<file path="src/rtl/branch_resolve_bht_if.sv">
// rtl/branch_resolve_bht_if.sv - fetch prediction, decode resolve and statistics bundle
// Signals:
//   pred_pc / pred_taken        : fetch-side prediction lookup
//   res_valid, res_stall        : decode qualifiers for the instruction being resolved
//   res_pc, res_op, res_rt      : decode instruction fields
//   res_a, res_b                : forwarded rs/rt operands, DW bits
//   res_pred_taken              : prediction that fetch carried for this instruction
//   res_is_branch/taken/link/mispredict : combinational resolve results
//   clr_stats                   : synchronous clear of both statistics counters
//   branch_cnt, mispred_cnt     : wrap-around statistics
// master = fetch/decode side, slave = branch_resolve_bht.
interface branch_resolve_bht_if #(
   parameter int DW = 32
);
   logic [31:0]   pred_pc;
   logic          pred_taken;
   logic          res_valid;
   logic          res_stall;
   logic [31:0]   res_pc;
   logic [5:0]    res_op;
   logic [4:0]    res_rt;
   logic [DW-1:0] res_a;
   logic [DW-1:0] res_b;
   logic          res_pred_taken;
   logic          res_is_branch;
   logic          res_taken;
   logic          res_link;
   logic          res_mispredict;
   logic          clr_stats;
   logic [31:0]   branch_cnt;
   logic [31:0]   mispred_cnt;

   modport master (
      output pred_pc, res_valid, res_stall, res_pc, res_op, res_rt,
             res_a, res_b, res_pred_taken, clr_stats,
      input  pred_taken, res_is_branch, res_taken, res_link, res_mispredict,
             branch_cnt, mispred_cnt
   );

   modport slave (
      input  pred_pc, res_valid, res_stall, res_pc, res_op, res_rt,
             res_a, res_b, res_pred_taken, clr_stats,
      output pred_taken, res_is_branch, res_taken, res_link, res_mispredict,
             branch_cnt, mispred_cnt
   );
endinterface

</file>
<file path="src/rtl/branch_resolve_bht.sv">
// rtl/branch_resolve_bht.sv - decode-stage branch resolve with 2-bit saturating-counter BHT
// Ports:
//   clk    : rising-edge clock
//   rst_n  : asynchronous active-low reset (table to CNT_INIT, statistics to 0)
//   bus    : branch_resolve_bht_if.slave
//            pred_pc -> pred_taken (combinational table read)
//            res_* decode inputs -> res_is_branch/res_taken/res_link/res_mispredict
//            clr_stats -> branch_cnt/mispred_cnt cleared on the next edge
// A branch commits when valid, not stalled and decoded as a supported branch;
// only a commit trains the table and advances the statistics, one edge later.
module branch_resolve_bht #(
   parameter int         DW       = 32,
   parameter int         BHT_IDX  = 6,
   parameter logic [1:0] CNT_INIT = 2'b01
) (
   input logic                 clk,
   input logic                 rst_n,
   branch_resolve_bht_if.slave bus
);
   localparam int ENTRIES = 1 << BHT_IDX;

   localparam logic [5:0] OP_REGIMM = 6'b000001;
   localparam logic [5:0] OP_BEQ    = 6'b000100;
   localparam logic [5:0] OP_BNE    = 6'b000101;
   localparam logic [5:0] OP_BLEZ   = 6'b000110;
   localparam logic [5:0] OP_BGTZ   = 6'b000111;

   localparam logic [4:0] RT_BLTZ   = 5'b00000;
   localparam logic [4:0] RT_BGEZ   = 5'b00001;
   localparam logic [4:0] RT_BLTZAL = 5'b10000;
   localparam logic [4:0] RT_BGEZAL = 5'b10001;

   logic [1:0]         bht [ENTRIES];
   logic [BHT_IDX-1:0] pred_idx;
   logic [BHT_IDX-1:0] res_idx;
   logic               is_branch;
   logic               cond;
   logic               link;
   logic               commit;
   logic               a_neg;
   logic               a_zero;
   logic [31:0]        branch_cnt_q;
   logic [31:0]        mispred_cnt_q;
   logic               unused_pc_bits;

   assign pred_idx = bus.pred_pc[BHT_IDX+1:2];
   assign res_idx  = bus.res_pc[BHT_IDX+1:2];
   assign unused_pc_bits = ^{bus.pred_pc[31:BHT_IDX+2], bus.pred_pc[1:0],
                             bus.res_pc[31:BHT_IDX+2], bus.res_pc[1:0]};

   assign a_neg  = bus.res_a[DW-1];
   assign a_zero = (bus.res_a == '0);

   // cond is only ever set alongside is_branch, so it doubles as res_taken.
   always_comb begin
      is_branch = 1'b0;
      cond      = 1'b0;
      link      = 1'b0;
      case (bus.res_op)
         OP_BEQ: begin
            is_branch = 1'b1;
            cond      = (bus.res_a == bus.res_b);
         end
         OP_BNE: begin
            is_branch = 1'b1;
            cond      = (bus.res_a != bus.res_b);
         end
         OP_BLEZ: begin
            is_branch = 1'b1;
            cond      = a_neg | a_zero;
         end
         OP_BGTZ: begin
            is_branch = 1'b1;
            cond      = ~a_neg & ~a_zero;
         end
         OP_REGIMM: begin
            case (bus.res_rt)
               RT_BLTZ: begin
                  is_branch = 1'b1;
                  cond      = a_neg;
               end
               RT_BGEZ: begin
                  is_branch = 1'b1;
                  cond      = ~a_neg;
               end
               RT_BLTZAL: begin
                  is_branch = 1'b1;
                  cond      = a_neg;
                  link      = 1'b1;
               end
               RT_BGEZAL: begin
                  is_branch = 1'b1;
                  cond      = ~a_neg;
                  link      = 1'b1;
               end
               default: ;
            endcase
         end
         default: ;
      endcase
   end

   assign bus.res_is_branch  = is_branch;
   assign bus.res_taken      = cond;
   assign bus.res_link       = link;
   assign bus.res_mispredict = bus.res_valid & is_branch & (cond != bus.res_pred_taken);

   assign commit = bus.res_valid & ~bus.res_stall & is_branch;

   // Read-before-write: the read sees the registered array, so a same-index
   // commit only becomes visible to fetch from the following cycle.
   assign bus.pred_taken = bht[pred_idx][1];

   always_ff @(posedge clk or negedge rst_n) begin
      if (!rst_n) begin
         for (int i = 0; i < ENTRIES; i++) begin
            bht[i] <= CNT_INIT;
         end
      end else if (commit) begin
         if (cond) begin
            if (bht[res_idx] != 2'b11) begin
               bht[res_idx] <= bht[res_idx] + 2'b01;
            end
         end else if (bht[res_idx] != 2'b00) begin
            bht[res_idx] <= bht[res_idx] - 2'b01;
         end
      end
   end

   // clr_stats wins over a simultaneous commit; the table still trains.
   always_ff @(posedge clk or negedge rst_n) begin
      if (!rst_n) begin
         branch_cnt_q  <= '0;
         mispred_cnt_q <= '0;
      end else if (bus.clr_stats) begin
         branch_cnt_q  <= '0;
         mispred_cnt_q <= '0;
      end else if (commit) begin
         branch_cnt_q  <= branch_cnt_q + 32'd1;
         mispred_cnt_q <= mispred_cnt_q + {31'd0, bus.res_mispredict};
      end
   end

   assign bus.branch_cnt  = branch_cnt_q;
   assign bus.mispred_cnt = mispred_cnt_q;
endmodule
</file>
<file path="src/flat_wrapper.sv">
// flat-port wrapper written by rule: the top's interface ports become plain ports
module branch_resolve_bht_flat 
#(
   parameter int         DW       = 32,
   parameter int         BHT_IDX  = 6,
   parameter logic [1:0] CNT_INIT = 2'b01
)
  (clk, rst_n, bus_pred_pc, bus_res_valid, bus_res_stall, bus_res_pc, bus_res_op, bus_res_rt, bus_res_a, bus_res_b, bus_res_pred_taken, bus_clr_stats, bus_pred_taken, bus_res_is_branch, bus_res_taken, bus_res_link, bus_res_mispredict, bus_branch_cnt, bus_mispred_cnt);
  branch_resolve_bht_if #(.DW(DW)) bus_i ();
  input logic clk;
  input logic rst_n;
  input wire logic [$bits(bus_i.pred_pc)-1:0] bus_pred_pc;
  input wire logic [$bits(bus_i.res_valid)-1:0] bus_res_valid;
  input wire logic [$bits(bus_i.res_stall)-1:0] bus_res_stall;
  input wire logic [$bits(bus_i.res_pc)-1:0] bus_res_pc;
  input wire logic [$bits(bus_i.res_op)-1:0] bus_res_op;
  input wire logic [$bits(bus_i.res_rt)-1:0] bus_res_rt;
  input wire logic [$bits(bus_i.res_a)-1:0] bus_res_a;
  input wire logic [$bits(bus_i.res_b)-1:0] bus_res_b;
  input wire logic [$bits(bus_i.res_pred_taken)-1:0] bus_res_pred_taken;
  input wire logic [$bits(bus_i.clr_stats)-1:0] bus_clr_stats;
  output wire logic [$bits(bus_i.pred_taken)-1:0] bus_pred_taken;
  output wire logic [$bits(bus_i.res_is_branch)-1:0] bus_res_is_branch;
  output wire logic [$bits(bus_i.res_taken)-1:0] bus_res_taken;
  output wire logic [$bits(bus_i.res_link)-1:0] bus_res_link;
  output wire logic [$bits(bus_i.res_mispredict)-1:0] bus_res_mispredict;
  output wire logic [$bits(bus_i.branch_cnt)-1:0] bus_branch_cnt;
  output wire logic [$bits(bus_i.mispred_cnt)-1:0] bus_mispred_cnt;
  assign bus_i.pred_pc = bus_pred_pc;
  assign bus_i.res_valid = bus_res_valid;
  assign bus_i.res_stall = bus_res_stall;
  assign bus_i.res_pc = bus_res_pc;
  assign bus_i.res_op = bus_res_op;
  assign bus_i.res_rt = bus_res_rt;
  assign bus_i.res_a = bus_res_a;
  assign bus_i.res_b = bus_res_b;
  assign bus_i.res_pred_taken = bus_res_pred_taken;
  assign bus_i.clr_stats = bus_clr_stats;
  assign bus_pred_taken = bus_i.pred_taken;
  assign bus_res_is_branch = bus_i.res_is_branch;
  assign bus_res_taken = bus_i.res_taken;
  assign bus_res_link = bus_i.res_link;
  assign bus_res_mispredict = bus_i.res_mispredict;
  assign bus_branch_cnt = bus_i.branch_cnt;
  assign bus_mispred_cnt = bus_i.mispred_cnt;
  branch_resolve_bht #(.DW(DW), .BHT_IDX(BHT_IDX), .CNT_INIT(CNT_INIT)) u_core (.clk(clk), .rst_n(rst_n), .bus(bus_i));
endmodule
</file>
<file path="config.mk">
export PLATFORM = sky130hd
export DESIGN_NAME = branch_resolve_bht_flat
export DESIGN_NICKNAME = d
export VERILOG_FILES = /design/src/rtl/branch_resolve_bht_if.sv /design/src/rtl/branch_resolve_bht.sv /design/src/flat_wrapper.sv
export SDC_FILE = /design/constraint.sdc
export NUM_CORES = 1
export LEC_CHECK = 0
export ABC_AREA = 1
export ABC_CLOCK_PERIOD_IN_PS = 2700
export CAP_MARGIN = 20
export CORE_ASPECT_RATIO = 0.7
export CORE_MARGIN = 3
export CORE_UTILIZATION = 30
export CTS_CLUSTER_DIAMETER = 30
export DETAILED_ROUTE_END_ITERATION = 16
export MAX_ROUTING_LAYER = met4
export PLACE_DENSITY = 0.6
export RECOVER_POWER = 100
export SKIP_CTS_REPAIR_TIMING = 1
export SYNTH_ARGS = -nofsm -noshare
export SYNTH_HDL_FRONTEND = slang
export SYNTH_SLANG_ARGS = --single-unit
export TNS_END_PERCENT = 100
</file>
<file path="constraint.sdc">
create_clock -name clk -period 2.7 [get_ports clk]
set_input_delay 0.54 -clock clk [delete_from_list [all_inputs] [get_ports clk]]
set_output_delay 0.54 -clock clk [all_outputs]
set_load 0.02 [all_outputs]
</file>
* After elaboration in Yosys (flattened, before gate mapping)
Cells that the tools add are included.
Word-level totals: bits in registers 192, output and inout port bits 69
Cells by class: $add $sub $neg 4, order comparisons 3, equal/unequal tests 13, multiplexer cells 23, bitwise operators 11, reduce and logical (&&, ||, !) cells 12
Operators with widths (number):
- 2-to-1 mux 128 bit | 3
- bitwise mux 128 bit | 2
- 2-to-1 mux 32 bit | 4
- adder 32 x 1 -> 32 bit | 1
- adder 32 x 1 -> 32 bit (second input constant) | 1
- equality test 32 bit | 1
- logical NOT 32 bit | 1
- != test 32 bit | 1
- binary-select mux 2 bit (select 6 bit) | 2
- equality test 6 x 3 -> 1 bit (second input constant) | 4
- >= comparator 7 bit (second input constant) | 2
- NOT 6 -> 7 bit | 2
- demux 2 bit (select 6 bit) | 1
- equality test 5 bit (second input constant) | 2
- 2-to-1 mux 2 bit | 5
- OR reduction 4 bit | 2
- less-than comparator 7 x 1 -> 1 bit (second input constant) | 1
- equality test 6 x 1 -> 1 bit (second input constant) | 1
- nonzero test 2 bit | 3
- OR reduction 2 bit | 3
- AND 1 bit | 5
- equality test 5 x 1 -> 1 bit (second input constant) | 1
- logical NOT 5 bit | 1
- one-hot mux 1 bit (5 select lines) | 1
- 10 further kinds | 16

* Logic depth before layout (Yosys ltp)
depth after elaboration 9, mapped depth 26, mapped depth without buffers 26

* Worst setup path after synthesis
No wires, ideal clock.
kind in2reg, start in bus_res_a[31], end reg u_core.mispred_cnt_q[22], in the netlist u_core.bus.mispred_cnt[22], library setup time 123 ps, arrival 3557 ps, required time 2577 ps, path slack -980 ps, stages 24, path through inv_1 -> nand2_1 -> nor2_1 -> nand2_1 -> nor2_1 -> nand2_1 -> nand3_1 -> nand2_1 -> nor2_1 -> nand2_1 -> xnor2_1 -> nor2_1 -> ha_1 -> nand2_1 -> nor2_1 -> nand2_1 -> nor2_1 -> nand4_1 -> nor2_1 -> nand3_1 -> nor2_1 -> nand3_1 -> o21ai_0 -> a21oi_1
On the way: word-level cells in the longest chain between the ends 9, elaborated cells on any way between the ends 14, classes of those cells 1 x add/sub; 3 x eq/ne; 4 x mux; 5 x bitwise; 1 x reduce/logical
Ends and longest elaborated chain:
- start: declaration | line flat_wrapper.sv:18 | input wire logic [$bits(bus_i.res_a)-1:0] bus_res_a;
- logical NOT 32 bit | line branch_resolve_bht.sv:52 | assign a_zero = (bus.res_a == '0);
- NOT 1 bit | line branch_resolve_bht.sv:74 | cond = ~a_neg & ~a_zero;
- AND 1 bit | line branch_resolve_bht.sv:74
- one-hot mux 1 bit (5 select lines) (*) | line branch_resolve_bht.sv:59 | case (bus.res_op)
- via bus_res_taken | line flat_wrapper.sv:24 | output wire logic [$bits(bus_i.res_taken)-1:0] bus_res_taken;
- != test 1 bit (*) | line branch_resolve_bht.sv:106 | assign bus.res_mispredict = bus.res_valid & is_branch & (cond != bus.res_pred_taken);
- AND 1 bit (*) | line branch_resolve_bht.sv:106
- via bus_res_mispredict | line flat_wrapper.sv:26 | output wire logic [$bits(bus_i.res_mispredict)-1:0] bus_res_mispredict;
- adder 32 x 1 -> 32 bit (*) | line branch_resolve_bht.sv:140 | mispred_cnt_q <= mispred_cnt_q + {31'd0, bus.res_mispredict};
- 2-to-1 mux 32 bit (*) | line branch_resolve_bht.sv:138 | end else if (commit) begin
- 2-to-1 mux 32 bit (*) | line branch_resolve_bht.sv:135 | end else if (bus.clr_stats) begin
- end signal: assignment | line branch_resolve_bht.sv:140
- end: declaration | line branch_resolve_bht.sv:43 | logic [31:0] mispred_cnt_q;
Mark *: on every way through the listed nets, which the timed path passes. The rest lies on a longest branch. The select of a mux whose other input is x is not followed. A chain may end at the register's enable or synchronous reset.

* Worst setup path after layout
start in bus_res_a[2], end reg u_core.mispred_cnt_q[31], in the netlist u_core.bus.mispred_cnt[31]
On the way: word-level cells in the longest chain between the ends 9, elaborated cells on any way between the ends 12, classes of those cells 1 x add/sub; 3 x eq/ne; 3 x mux; 4 x bitwise; 1 x reduce/logical
Ends and longest elaborated chain (line):
- logical NOT 32 bit | branch_resolve_bht.sv:52
- NOT 1 bit | branch_resolve_bht.sv:74
- AND 1 bit | branch_resolve_bht.sv:74
- one-hot mux 1 bit (5 select lines) (*) | branch_resolve_bht.sv:59
- != test 1 bit (*) | branch_resolve_bht.sv:106
- AND 1 bit (*) | branch_resolve_bht.sv:106
- adder 32 x 1 -> 32 bit (*) | branch_resolve_bht.sv:140
- 2-to-1 mux 32 bit (*) | branch_resolve_bht.sv:138
- 2-to-1 mux 32 bit (*) | branch_resolve_bht.sv:135
Every way passes the cells marked *; elsewhere a longest branch is shown, timed or not. The select of a mux whose other input is x is not followed.

==> summary.txt <==
Finish
  – Final Net Count: around 2200
  – Multi-input logic area: between 6000 and 7000 um2
  – Share of cells above drive strength 1: a little over a quarter
  – Design area: about 18000 um2
  – Post-Layout Cell Count: ~2600
  – Register area: approximately 4900 um2
  – # fillers: between 3000 and 4000
  – Layout area overhead: 44.9%

Timing
  – Final WS setup: -0.181 ns
  – Tightest Pin Transition: 2.16 ns
  – Max Freq: 0.347 GHz
  – Setup violations, final: around 130
  – RSZ-0062 raised after global routing: yes
  – Post-Route Skew: ~0.018 ns
  – Final Hold Slack: approximately 0.47 ns
  – Max Slew Vio Count: 76
  – Post-layout minimum cycle time: 2.88 ns
  – Final hold vios: 0
  – Final worst-path cycle share: 107%
  – Slew margin rel.: -43.9%

CTS
  – CTS Root Cell: clkbuf_16
  – CTS H-tree lvls: 4
  – Reg clk slew, reported paths: approximately 0.080 ns
  – CTS tree: built
  – Bufs on Longest Clock Path: 2
  – CTS Buf Count: 17
  – Clock Sink Count: 192
  – Later-pin clock latency in the skew report: 0.45 ns

Synthesis
  – Sequential fraction of the synthesis area: 40.0%
  – Mapped Area: about 12000 um2
  – Leading area contributor after synthesis: dfrtp_1
  – Synth Flop Type: dfrtp_1
  – Post-synth EDFFs: 0
  – FFs w/ async S/R, synth: 100%
  – Top-area cell type share of the netlist area: a little over a quarter
  – Mean post-synth cell area: between 7 and 8 um2
  – Post-synthesis cell type count: 59
  – Top cells by area, synth: dfrtp_1 26%, nand2_1 15%, dfstp_2 14%
  – Most common cell in the netlist: nand2_1
  – Synth warn: 0
  – Post-Syn Instances: 1698
  – Register bit count reported by yosys: about 190
  – Net Count, Synth: around 1800
  – Top post-synthesis cells by count: 488 x nand2_1, 184 x nor2_1, 143 x inv_1

Flow run
  – Max Cap Viol: 1

Worst setup path
  – WP data arrival: between 3 and 4 ns
  – Slowest Stage Delay on Critical Path: 0.18 ns
  – Delay-heaviest family, CP: simple AND/OR/NAND/NOR gates
  – CP Launch Point: bus_res_a[2]
  – Reg2reg setup slack: approximately 0.06 ns
  – Critical path type: in -> reg
  – Buf/Inv on CP: 2
  – Maximum fanout along the worst path: 3
  – FF-to-FF path depth: 14
  – Crit path cell chain: dlymetal6s2s_1, xnor2_1, nand2_1, nor2_1, nand2_1, nor2_2, nand3_1, nand2_2, nand2_4, xnor2_4, nor2_4, ha_4, nand2_4, nor2_4, buf_6, nand4_1, nor2_2, nand3_2, nor2_4, nand3_4, o21ai_2, nand2_1, nor2_1
  – RR Startpoint: u_core.bht[101]
  – Nature of the critical path endpoint: register
  – Worst EP required: roughly 3.1 ns
  – Critical path launch point type: input port
  – Slowest cell on crit path: ha_4

Route
  – Total Wirelength: ~48 mm
  – DRT iter0 DRCs: roughly 1500
  – Vias: 13600
  – First-pass iteration count of the detailed router: 6
  – Remaining DRCs: 0
  – DR vias/cell: about 5.3
  – Routed len/inst: roughly 19 um
  – DRT antenna net count: 0

Power and ir drop
  – Static leakage power: between 8 and 9 nW
  – Sequential share of power: a little under half
  – Internal Pwr Total: around 4.5 mW
  – Clock Power Share: about two fifths
  – Max IR drop VDD: roughly 430 uV
  – Overall power: about 6.2 mW
  – Comb pwr share: 12.8%
  – P per Cell Area: 353 nW/um2
  – Net Sw Power: approximately 1.8 mW
  – Sw frac: 28.7%

Run status
  – Outcome: complete, but fails checks
  – Failing checks: capacitance limit, slew limit, setup timing

Worst hold path
  – Hold depth: 2
  – Worst hold path type: reg -> reg

Floorplan
  – Initial core utilization: 30.6%
  – Top Ports: approximately 210
  – Die Ht: around 170 um
  – Total die area: around 43000 um2
  – Core ar.: 39900 um2
  – Die width: ~250 um
  – Row count: 61

Place
  – Placed Instance Area: 15800 um2
  – HPWL Detailed: ~33 mm
  – PortBufs: between 150 and 200
  – GPL Wtd Cong: a little over 0.9
  – DP Cell Count: between 2000 and 2500

Global route
  – Global-route wire length before repair: around 70 mm
  – Largest net degree at the start of global routing: 76
  – Vias in the first global route: roughly 12000
  – Grt total ovfl: 0
  – Initial antenna violation count: 2
  – All-Layer GR Usage: 21.2%
-- how the worst max path moves through the flow --
| stage | endpoint | cells past startpoint |
|---|---|---|
| 5_1_grt | u_core.bus.mispred_cnt[31] | 23 |
| 2_1_floorplan | u_core.bus.mispred_cnt[22] | 23 |
| 3_5_place_dp | u_core.bus.mispred_cnt[31] | 23 |
| 6_report | u_core.bus.mispred_cnt[31] | 23 |
| 4_1_cts | bus_pred_taken | 10 |
| 3_3_place_gp | u_core.bus.mispred_cnt[31] | 23 |
-- cell usage in the layout (no fill, tap or decap), types with 7 or more instances in the layout --
master           Yosys  routed
a21oi_1             55      50
a22oi_1             10       9
a31oi_1             10      10
buf_12               1      35
buf_4                6     155
buf_6               17      19
clkbuf_16            0      31
clkbuf_2             0      30
clkdlybuf4s50_1      0      31
dfrtp_1            128     128
dfstp_2             64      64
dlygate4sd3_1        0      45
dlymetal6s2s_1       0      45
inv_1              143     132
inv_2                8      12
inv_6                0       8
nand2_1            488     462
nand2_2              3      24
nand3_1            140     116
nand3_2             22      40
nand3_4              4      10
nand4_1            108     108
nor2_1             184     161
nor2_2               2      14
nor2_4               1      12
nor3_1              44      35
nor3_2               2       7
o21a_1               7       7
o21ai_0             93      70
o21ai_1              3      21
o22ai_2              1       7
xnor2_1             24      20
-- final cells by class --
cell class                      count  share of cell area, %
Timing Repair inverter              1                 0.0495
Multi-Input combinational cell   1270                   38.8
Timing Repair Buffer              389                   22.9
Antenna cell                        2                 0.0283
Clock inverter                     15                  0.842
Inverter                          155                   3.63
Sequential cell                   192                   27.6
Clock buffer                       17                   2.40
Tap cell                          535                   3.78
-- cells by family (layout without fill, tap and decap cells) --
| family | count (synthesis) | count (layout) | synth area share (%) |
|---|---|---|---|
| XOR/XNOR | 30 | 30 | 2.15 |
| flip-flops | 192 | 192 | 40.0 |
| adder cells (fa/ha/maj) | 5 | 5 | 0.512 |
| buffers and inverters | 236 | 577 | 9.01 |
| AO/OA/AOI/OAI | 218 | 218 | 10.4 |
| AND/OR/NAND/NOR | 1017 | 1017 | 37.9 |
| other | 0 | 2 | 0 |
-- per-stage QoR --
step           utilization, %  setup TNS (ns)  setup slack, ns
3_3_place_gp             39.6         -161.78            -1.18
6_report                 44.3           -7.91           -0.181
4_1_cts                  41.0          -93.68           -0.880
3_5_place_dp             39.6         -171.91            -1.27
2_1_floorplan               -           -4.48           -0.538
5_1_grt                  44.3          -35.87           -0.377
-- tightest hold or removal path, cell delays in order, from the launching register on --
cell and delay, ns:
dfstp_2 0.37, nand2_1 0.05, nand2_1 0.04
-- metal layers --
layer / track usage (%) / routed length (um) / vias up
met4: 4.47 / 771 / 0
li1: - / - / 6359
met5: - / 0 / -
met1: 31.1 / 22100 / 6608
met2: 29.1 / 20700 / 595
met3: 5.51 / 4520 / 49
-- power by group through the flow --
stage	Sequential [mW]	Combinational, mW	Clock, mW
floorplan	2.95	0.273	0
global placement	2.94	0.734	0
detailed placement	2.94	0.743	0
CTS	2.89	0.746	2.61
global route	2.89	0.856	2.73
finish	2.89	0.798	2.55
No activity file was read; power rests on OpenSTA's default activity.
